==> src/rtl/uart_io.sv <==
// Memory-mapped 8N1 UART: TX FIFO drained by a serialiser, RX deserialiser into a one-byte
// holding register. Register reads are combinational; side effects commit on the clock edge.
module uart_io #(
  parameter logic [7:0]  BASE_ADDR  = 8'h20,
  parameter int unsigned CLK_DIV    = 868,
  parameter int unsigned FIFO_DEPTH = 8
) (
  input  logic        clk,
  input  logic        rstn,
  input  logic [7:0]  io_addr,
  input  logic [31:0] io_dout,
  input  logic        io_we,
  input  logic        io_rd,
  output logic [31:0] io_din,
  input  logic        uart_rx,
  output logic        uart_tx
);

  localparam int unsigned AW = $clog2(FIFO_DEPTH);
  localparam int unsigned CW = $clog2(CLK_DIV);
  localparam logic [CW-1:0] BAUD_LAST = CW'(CLK_DIV - 1);
  localparam logic [CW-1:0] HALF_LAST = CW'(CLK_DIV / 2 - 1);

  typedef enum logic [1:0] {TxIdle, TxStart, TxData, TxStop} tx_state_e;
  typedef enum logic [2:0] {RxIdle, RxStart, RxData, RxStop, RxWait} rx_state_e;

  // Address decode
  logic w_hit_txd, w_hit_txs, w_hit_rxd, w_hit_rxs;
  assign w_hit_txd = (io_addr == BASE_ADDR);
  assign w_hit_txs = (io_addr == BASE_ADDR + 8'h04);
  assign w_hit_rxd = (io_addr == BASE_ADDR + 8'h08);
  assign w_hit_rxs = (io_addr == BASE_ADDR + 8'h0C);

  // TX FIFO: pointers carry an extra wrap bit
  logic [7:0]  r_mem [FIFO_DEPTH];
  logic [AW:0] r_wptr, r_rptr;
  logic        w_empty, w_full, w_push, w_drop, w_pop;
  logic [7:0]  w_head;

  assign w_empty = (r_wptr == r_rptr);
  assign w_full  = (r_wptr[AW] != r_rptr[AW]) && (r_wptr[AW-1:0] == r_rptr[AW-1:0]);
  assign w_push  = io_we && w_hit_txd && !w_full;
  assign w_drop  = io_we && w_hit_txd && w_full;
  assign w_head  = r_mem[r_rptr[AW-1:0]];

  always_ff @(posedge clk) begin
    if (w_push) r_mem[r_wptr[AW-1:0]] <= io_dout[7:0];
  end

  always_ff @(posedge clk or negedge rstn) begin
    if (!rstn) begin
      r_wptr <= '0;
      r_rptr <= '0;
    end else begin
      if (w_push) r_wptr <= r_wptr + 1'b1;
      if (w_pop)  r_rptr <= r_rptr + 1'b1;
    end
  end

  // TX serialiser
  tx_state_e     r_tx_state;
  logic [CW-1:0] r_tx_cnt;
  logic [2:0]    r_tx_bit;
  logic [7:0]    r_tx_shift;
  logic          r_tx_out;
  logic          w_tx_tick, w_busy;

  assign w_tx_tick = (r_tx_cnt == BAUD_LAST);
  assign w_busy    = (r_tx_state != TxIdle);
  assign w_pop     = !w_empty &&
                     ((r_tx_state == TxIdle) || ((r_tx_state == TxStop) && w_tx_tick));
  assign uart_tx   = r_tx_out;

  always_ff @(posedge clk or negedge rstn) begin
    if (!rstn) begin
      r_tx_state <= TxIdle;
      r_tx_cnt   <= '0;
      r_tx_bit   <= '0;
      r_tx_shift <= '0;
      r_tx_out   <= 1'b1;
    end else begin
      case (r_tx_state)
        TxIdle: begin
          if (!w_empty) begin
            r_tx_shift <= w_head;
            r_tx_out   <= 1'b0;
            r_tx_cnt   <= '0;
            r_tx_state <= TxStart;
          end
        end
        TxStart: begin
          if (w_tx_tick) begin
            r_tx_cnt   <= '0;
            r_tx_bit   <= '0;
            r_tx_out   <= r_tx_shift[0];
            r_tx_state <= TxData;
          end else begin
            r_tx_cnt <= r_tx_cnt + 1'b1;
          end
        end
        TxData: begin
          if (w_tx_tick) begin
            r_tx_cnt <= '0;
            if (r_tx_bit == 3'd7) begin
              r_tx_out   <= 1'b1;
              r_tx_state <= TxStop;
            end else begin
              r_tx_bit   <= r_tx_bit + 1'b1;
              r_tx_shift <= {1'b0, r_tx_shift[7:1]};
              r_tx_out   <= r_tx_shift[1];
            end
          end else begin
            r_tx_cnt <= r_tx_cnt + 1'b1;
          end
        end
        TxStop: begin
          if (w_tx_tick) begin
            r_tx_cnt <= '0;
            // Chain straight into the next start bit when more data is queued
            if (!w_empty) begin
              r_tx_shift <= w_head;
              r_tx_out   <= 1'b0;
              r_tx_state <= TxStart;
            end else begin
              r_tx_state <= TxIdle;
            end
          end else begin
            r_tx_cnt <= r_tx_cnt + 1'b1;
          end
        end
        default: r_tx_state <= TxIdle;
      endcase
    end
  end

  // RX synchroniser
  logic r_rx_s1, r_rx_s2, r_rx_prev;

  always_ff @(posedge clk or negedge rstn) begin
    if (!rstn) begin
      r_rx_s1   <= 1'b1;
      r_rx_s2   <= 1'b1;
      r_rx_prev <= 1'b1;
    end else begin
      r_rx_s1   <= uart_rx;
      r_rx_s2   <= r_rx_s1;
      r_rx_prev <= r_rx_s2;
    end
  end

  // RX deserialiser
  rx_state_e     r_rx_state;
  logic [CW-1:0] r_rx_cnt;
  logic [2:0]    r_rx_bit;
  logic [7:0]    r_rx_shift;
  logic          w_rx_tick, w_rx_done, w_deliver, w_ferr;

  assign w_rx_tick = (r_rx_cnt == BAUD_LAST);
  assign w_rx_done = (r_rx_state == RxStop) && w_rx_tick;
  assign w_deliver = w_rx_done && r_rx_s2;
  assign w_ferr    = w_rx_done && !r_rx_s2;

  always_ff @(posedge clk or negedge rstn) begin
    if (!rstn) begin
      r_rx_state <= RxIdle;
      r_rx_cnt   <= '0;
      r_rx_bit   <= '0;
      r_rx_shift <= '0;
    end else begin
      case (r_rx_state)
        RxIdle: begin
          if (r_rx_prev && !r_rx_s2) begin
            r_rx_cnt   <= '0;
            r_rx_state <= RxStart;
          end
        end
        RxStart: begin
          if (r_rx_cnt == HALF_LAST) begin
            r_rx_cnt   <= '0;
            r_rx_bit   <= '0;
            r_rx_state <= r_rx_s2 ? RxIdle : RxData;
          end else begin
            r_rx_cnt <= r_rx_cnt + 1'b1;
          end
        end
        RxData: begin
          if (w_rx_tick) begin
            r_rx_cnt   <= '0;
            r_rx_shift <= {r_rx_s2, r_rx_shift[7:1]};
            if (r_rx_bit == 3'd7) r_rx_state <= RxStop;
            else                  r_rx_bit   <= r_rx_bit + 1'b1;
          end else begin
            r_rx_cnt <= r_rx_cnt + 1'b1;
          end
        end
        RxStop: begin
          if (w_rx_tick) begin
            r_rx_cnt   <= '0;
            r_rx_state <= r_rx_s2 ? RxIdle : RxWait;
          end else begin
            r_rx_cnt <= r_rx_cnt + 1'b1;
          end
        end
        RxWait: begin
          if (r_rx_s2) r_rx_state <= RxIdle;
        end
        default: r_rx_state <= RxIdle;
      endcase
    end
  end

  // Status and holding registers; a same-cycle set beats a clear
  logic       r_rx_valid, r_overrun, r_frame_err, r_tx_drop;
  logic [7:0] r_rx_byte;
  logic       w_rx_pop;

  assign w_rx_pop = io_rd && w_hit_rxd;

  always_ff @(posedge clk or negedge rstn) begin
    if (!rstn) begin
      r_rx_valid  <= 1'b0;
      r_rx_byte   <= '0;
      r_overrun   <= 1'b0;
      r_frame_err <= 1'b0;
      r_tx_drop   <= 1'b0;
    end else begin
      if (w_deliver) begin
        r_rx_valid <= 1'b1;
        r_rx_byte  <= r_rx_shift;
      end else if (w_rx_pop) begin
        r_rx_valid <= 1'b0;
      end

      if (w_deliver && r_rx_valid && !w_rx_pop)  r_overrun <= 1'b1;
      else if (io_we && w_hit_rxs && io_dout[1]) r_overrun <= 1'b0;

      if (w_ferr)                                r_frame_err <= 1'b1;
      else if (io_we && w_hit_rxs && io_dout[2]) r_frame_err <= 1'b0;

      if (w_drop)                                r_tx_drop <= 1'b1;
      else if (io_we && w_hit_txs && io_dout[3]) r_tx_drop <= 1'b0;
    end
  end

  always_comb begin
    io_din = '0;
    if (io_rd) begin
      if (w_hit_txs)      io_din = {28'b0, r_tx_drop, w_busy, w_empty, w_full};
      else if (w_hit_rxd) io_din = {23'b0, r_rx_valid, r_rx_byte};
      else if (w_hit_rxs) io_din = {29'b0, r_frame_err, r_overrun, r_rx_valid};
    end
  end

  logic w_unused;
  assign w_unused = ^io_dout[31:8];

endmodule

==> config.mk <==
export PLATFORM = sky130hd
export DESIGN_NAME = uart_io
export DESIGN_NICKNAME = d
export VERILOG_FILES = /design/src/rtl/uart_io.sv
export SDC_FILE = /design/constraint.sdc
export NUM_CORES = 1
export LEC_CHECK = 0
export CAP_MARGIN = 20
export CORE_ASPECT_RATIO = 1.2
export CORE_MARGIN = 1
export CORE_UTILIZATION = 46
export CTS_CLUSTER_DIAMETER = 150
export DETAILED_ROUTE_END_ITERATION = 7
export PLACE_DENSITY = 0.7
export SLEW_MARGIN = 5
export SYNTH_ARGS = -nofsm -noshare
export SYNTH_HDL_FRONTEND = slang
export SYNTH_SLANG_ARGS = --single-unit
==> constraint.sdc <==
create_clock -name clk -period 2.53 [get_ports clk]
set_input_delay 0.506 -clock clk [delete_from_list [all_inputs] [get_ports clk]]
set_output_delay 0.506 -clock clk [all_outputs]
set_load 0.005 [all_outputs]
==> results.md <==
* Status: complete, no violations
* Endpoints failing setup at 0
* IO Port Bufs at 30
* Post-Syn Instances at 492
* CTS Hold Bufs at 0
* Die W at 111 µm
* Final core occ at 0.573
* Clk buf depth at 2
* Placed cells at 709
* Inserted Diodes at 0
* # H-tree levels at 4
* Die area at 14600 µm²
* Syn_area_per_cell at 13.2 µm²
* Remaining antenna violation count after routing at 0
* Number of remaining DRC errors at 0
* Syn. warnings at 0
* Worst VDD drop at 0.413 mV
* Number of synthesized flops with an enable pin at 64
* Async SR Flop Fraction at 0.526
* Clk root buf: clkbuf_16
* Drt first pass iters at 4
* Area Overhead vs Synth at 21.8%
* Routed len/inst at 16.8 µm
* Crit end category: output pin
* Layout Nets at 621
* Vias at 4060
* Die height at 132 µm
* Non-filler cells, final at 746
* Layout cells sized above 1 at 0.278
* Number of buffers created by CTS at 17
* Final Hold Fails at 0
* Synth Cell Area at 6510 µm²
* Most frequent cells in the layout: 66 x dfrtp_1, 64 x edfxtp_1, 37 x nand2_1
* Worst endpoint data arrival time at 1.95 ns
* Clock latency on the worst-skew pair at 0.41 ns
* Num rows at 47
* Post-Route WL at 12.5 mm
* DR iter-0 viols at 187
* Clock sinks at 135
* Synth Flop Type: dfrtp_1
* Setup crit start kind: input pin
* Clock-pin slew on the worst setup and hold paths at 0.06 ns
* Fin. max-slew vios at 0
* Core area at 13800 µm²
* DP HPWL at 8.28 mm
* FMAX at 408 MHz
* GRT Overall Usage at 0.182
* Power Density at 951 nW/µm²
* IO Count at 78
* Remaining global-route overflow at 0
* Largest net degree at the start of global routing at 35
* Flops & latches, synth at 135
* Initial antenna violation count at 0
* Post-synth cell types at 67
* Min cycle time layout at 2.45 ns
* Hold/Removal Path Class: in -> async
* Vias/cell at 5.44
* Crit Path Class: in -> out
* Layout Skew at 0.00595 ns
* Final period util at 0.969
* Crit path required time at 2.02 ns
* Max-Cap Viols at 0
* Initial Util at 0.471
* RD Place Congestion at 0.814
* Leak at 3.27 nW
* Sequential area share after synthesis at 0.569
* Crit-path max FO at 5
* Global-route wire length before repair at 20.9 mm
* Slew margin rel. at 0.573
* Number of global-route vias before repair at 4227
* CTS tree: yes
* Least-Margin Pin Slew at 0.640 ns
* Commonest non-fill, non-tap cell in the layout: dfrtp_1
repair_timing:
item	4_1_cts	5_1_grt
setup endpoints to repair	9	72
pin swaps	4	4
gates resized for setup	24	23
setup buffers	4	3
cloned	0	0
routing by layer:
metal / track usage / up-vias / share of wire
met2: 0.318 / 84 / 0.53
met4: 0.0711 / 0 / 0.019
met5: 0 / - / 0
met1: 0.221 / 2020 / 0.42
li1: - / 1934 / -
met3: 0.0386 / 22 / 0.024
cell type report:
cell class	instances	area, µm²
Fill cell	1049	5900
Sequential cell	135	3700
Multi-Input combinational cell	323	2660
Timing Repair Buffer	70	632
Clock buffer	22	528
Tap cell	171	214
Clock inverter	10	124
Inverter	15	56.3
per-stage QoR:
stage / setup WS, ns / instance area, µm² / hold WS (ns) / power [mW] / TNS (ns)
after floorplan: -0.118 / 6590 / 0.210 / 4.45 / -1.94
after global placement: -0.392 / 7130 / 0.348 / 4.79 / -19.57
after detailed placement: -0.470 / 7130 / 0.348 / 4.89 / -22.52
after CTS: -0.0351 / 7860 / 0.123 / 7.57 / -0.253
after global routing: -0.0498 / 7920 / 0.159 / 7.92 / -0.0941
final: 0.0776 / 7920 / 0.108 / 7.53 / 0
critical path, cell delays in order:
cell	delay (ns)
clkdlybuf4s50_1	0.40
nor2_1	0.26
nand3_4	0.14
buf_6	0.14
nor2b_4	0.15
and2_4	0.16
clkdlybuf4s15_2	0.19
where the power goes:
group / switching (mW) / leakage (nW) / internal, mW / total (mW)
clock network: 0.953 / 0.324 / 1.70 / 2.65
registers: 0.221 / 1.51 / 2.52 / 2.74
logic: 1.06 / 1.44 / 1.08 / 2.15
total: 2.24 / 3.27 / 5.30 / 7.53
registers in the layout, summed over array words and instances (netlist names), 4 cells and up:
signal / flops
r_rx_shift: 8
r_tx_shift: 8
r_rx_cnt: 10
r_wptr: 4
r_rptr: 4
r_mem: 64
r_rx_byte: 8
r_tx_cnt: 10
Yosys cell counts, drive strengths merged, types with 9 or more instances:
cell type,count,area [µm²]
a21oi,12,67.6
buf,32,231
clkbuf,9,33.8
dfrtp,67,1680
edfxtp,64,1920
ha,14,175
inv,15,56.3
mux2,32,390
mux2i,9,90.1
mux4,16,360
nand2,37,139
nand3,12,60.1
nor2,17,63.8
nor3,10,77.6
o21ai,36,180
logic make-up after synthesis:
kind of cell | share of synthesized area
compound gates | 0.0813
other cells | 0.000576
fa+ha+maj | 0.0269
mux | 0.129
flops | 0.569
xor+xnor | 0.0148
buf+inv | 0.0494
simple gates | 0.128
final timing paths:
kind                        startpoint             to  slack, ns  cells past startpoint
setup / recovery            io_addr[1]      io_din[4]       0.08                      7
min in group clk               r_rx_s1        r_rx_s2       0.36                      0
max in group asynchronous         rstn        uart_tx       1.71                      2
setup reg to reg           r_rx_cnt[1]  r_rx_state[2]       0.22                      7
hold reg to reg                r_rx_s1        r_rx_s2       0.36                      0
hold / removal                    rstn    r_rx_bit[0]       0.11                      1
Note: power is estimated with default switching activity, not from simulation.
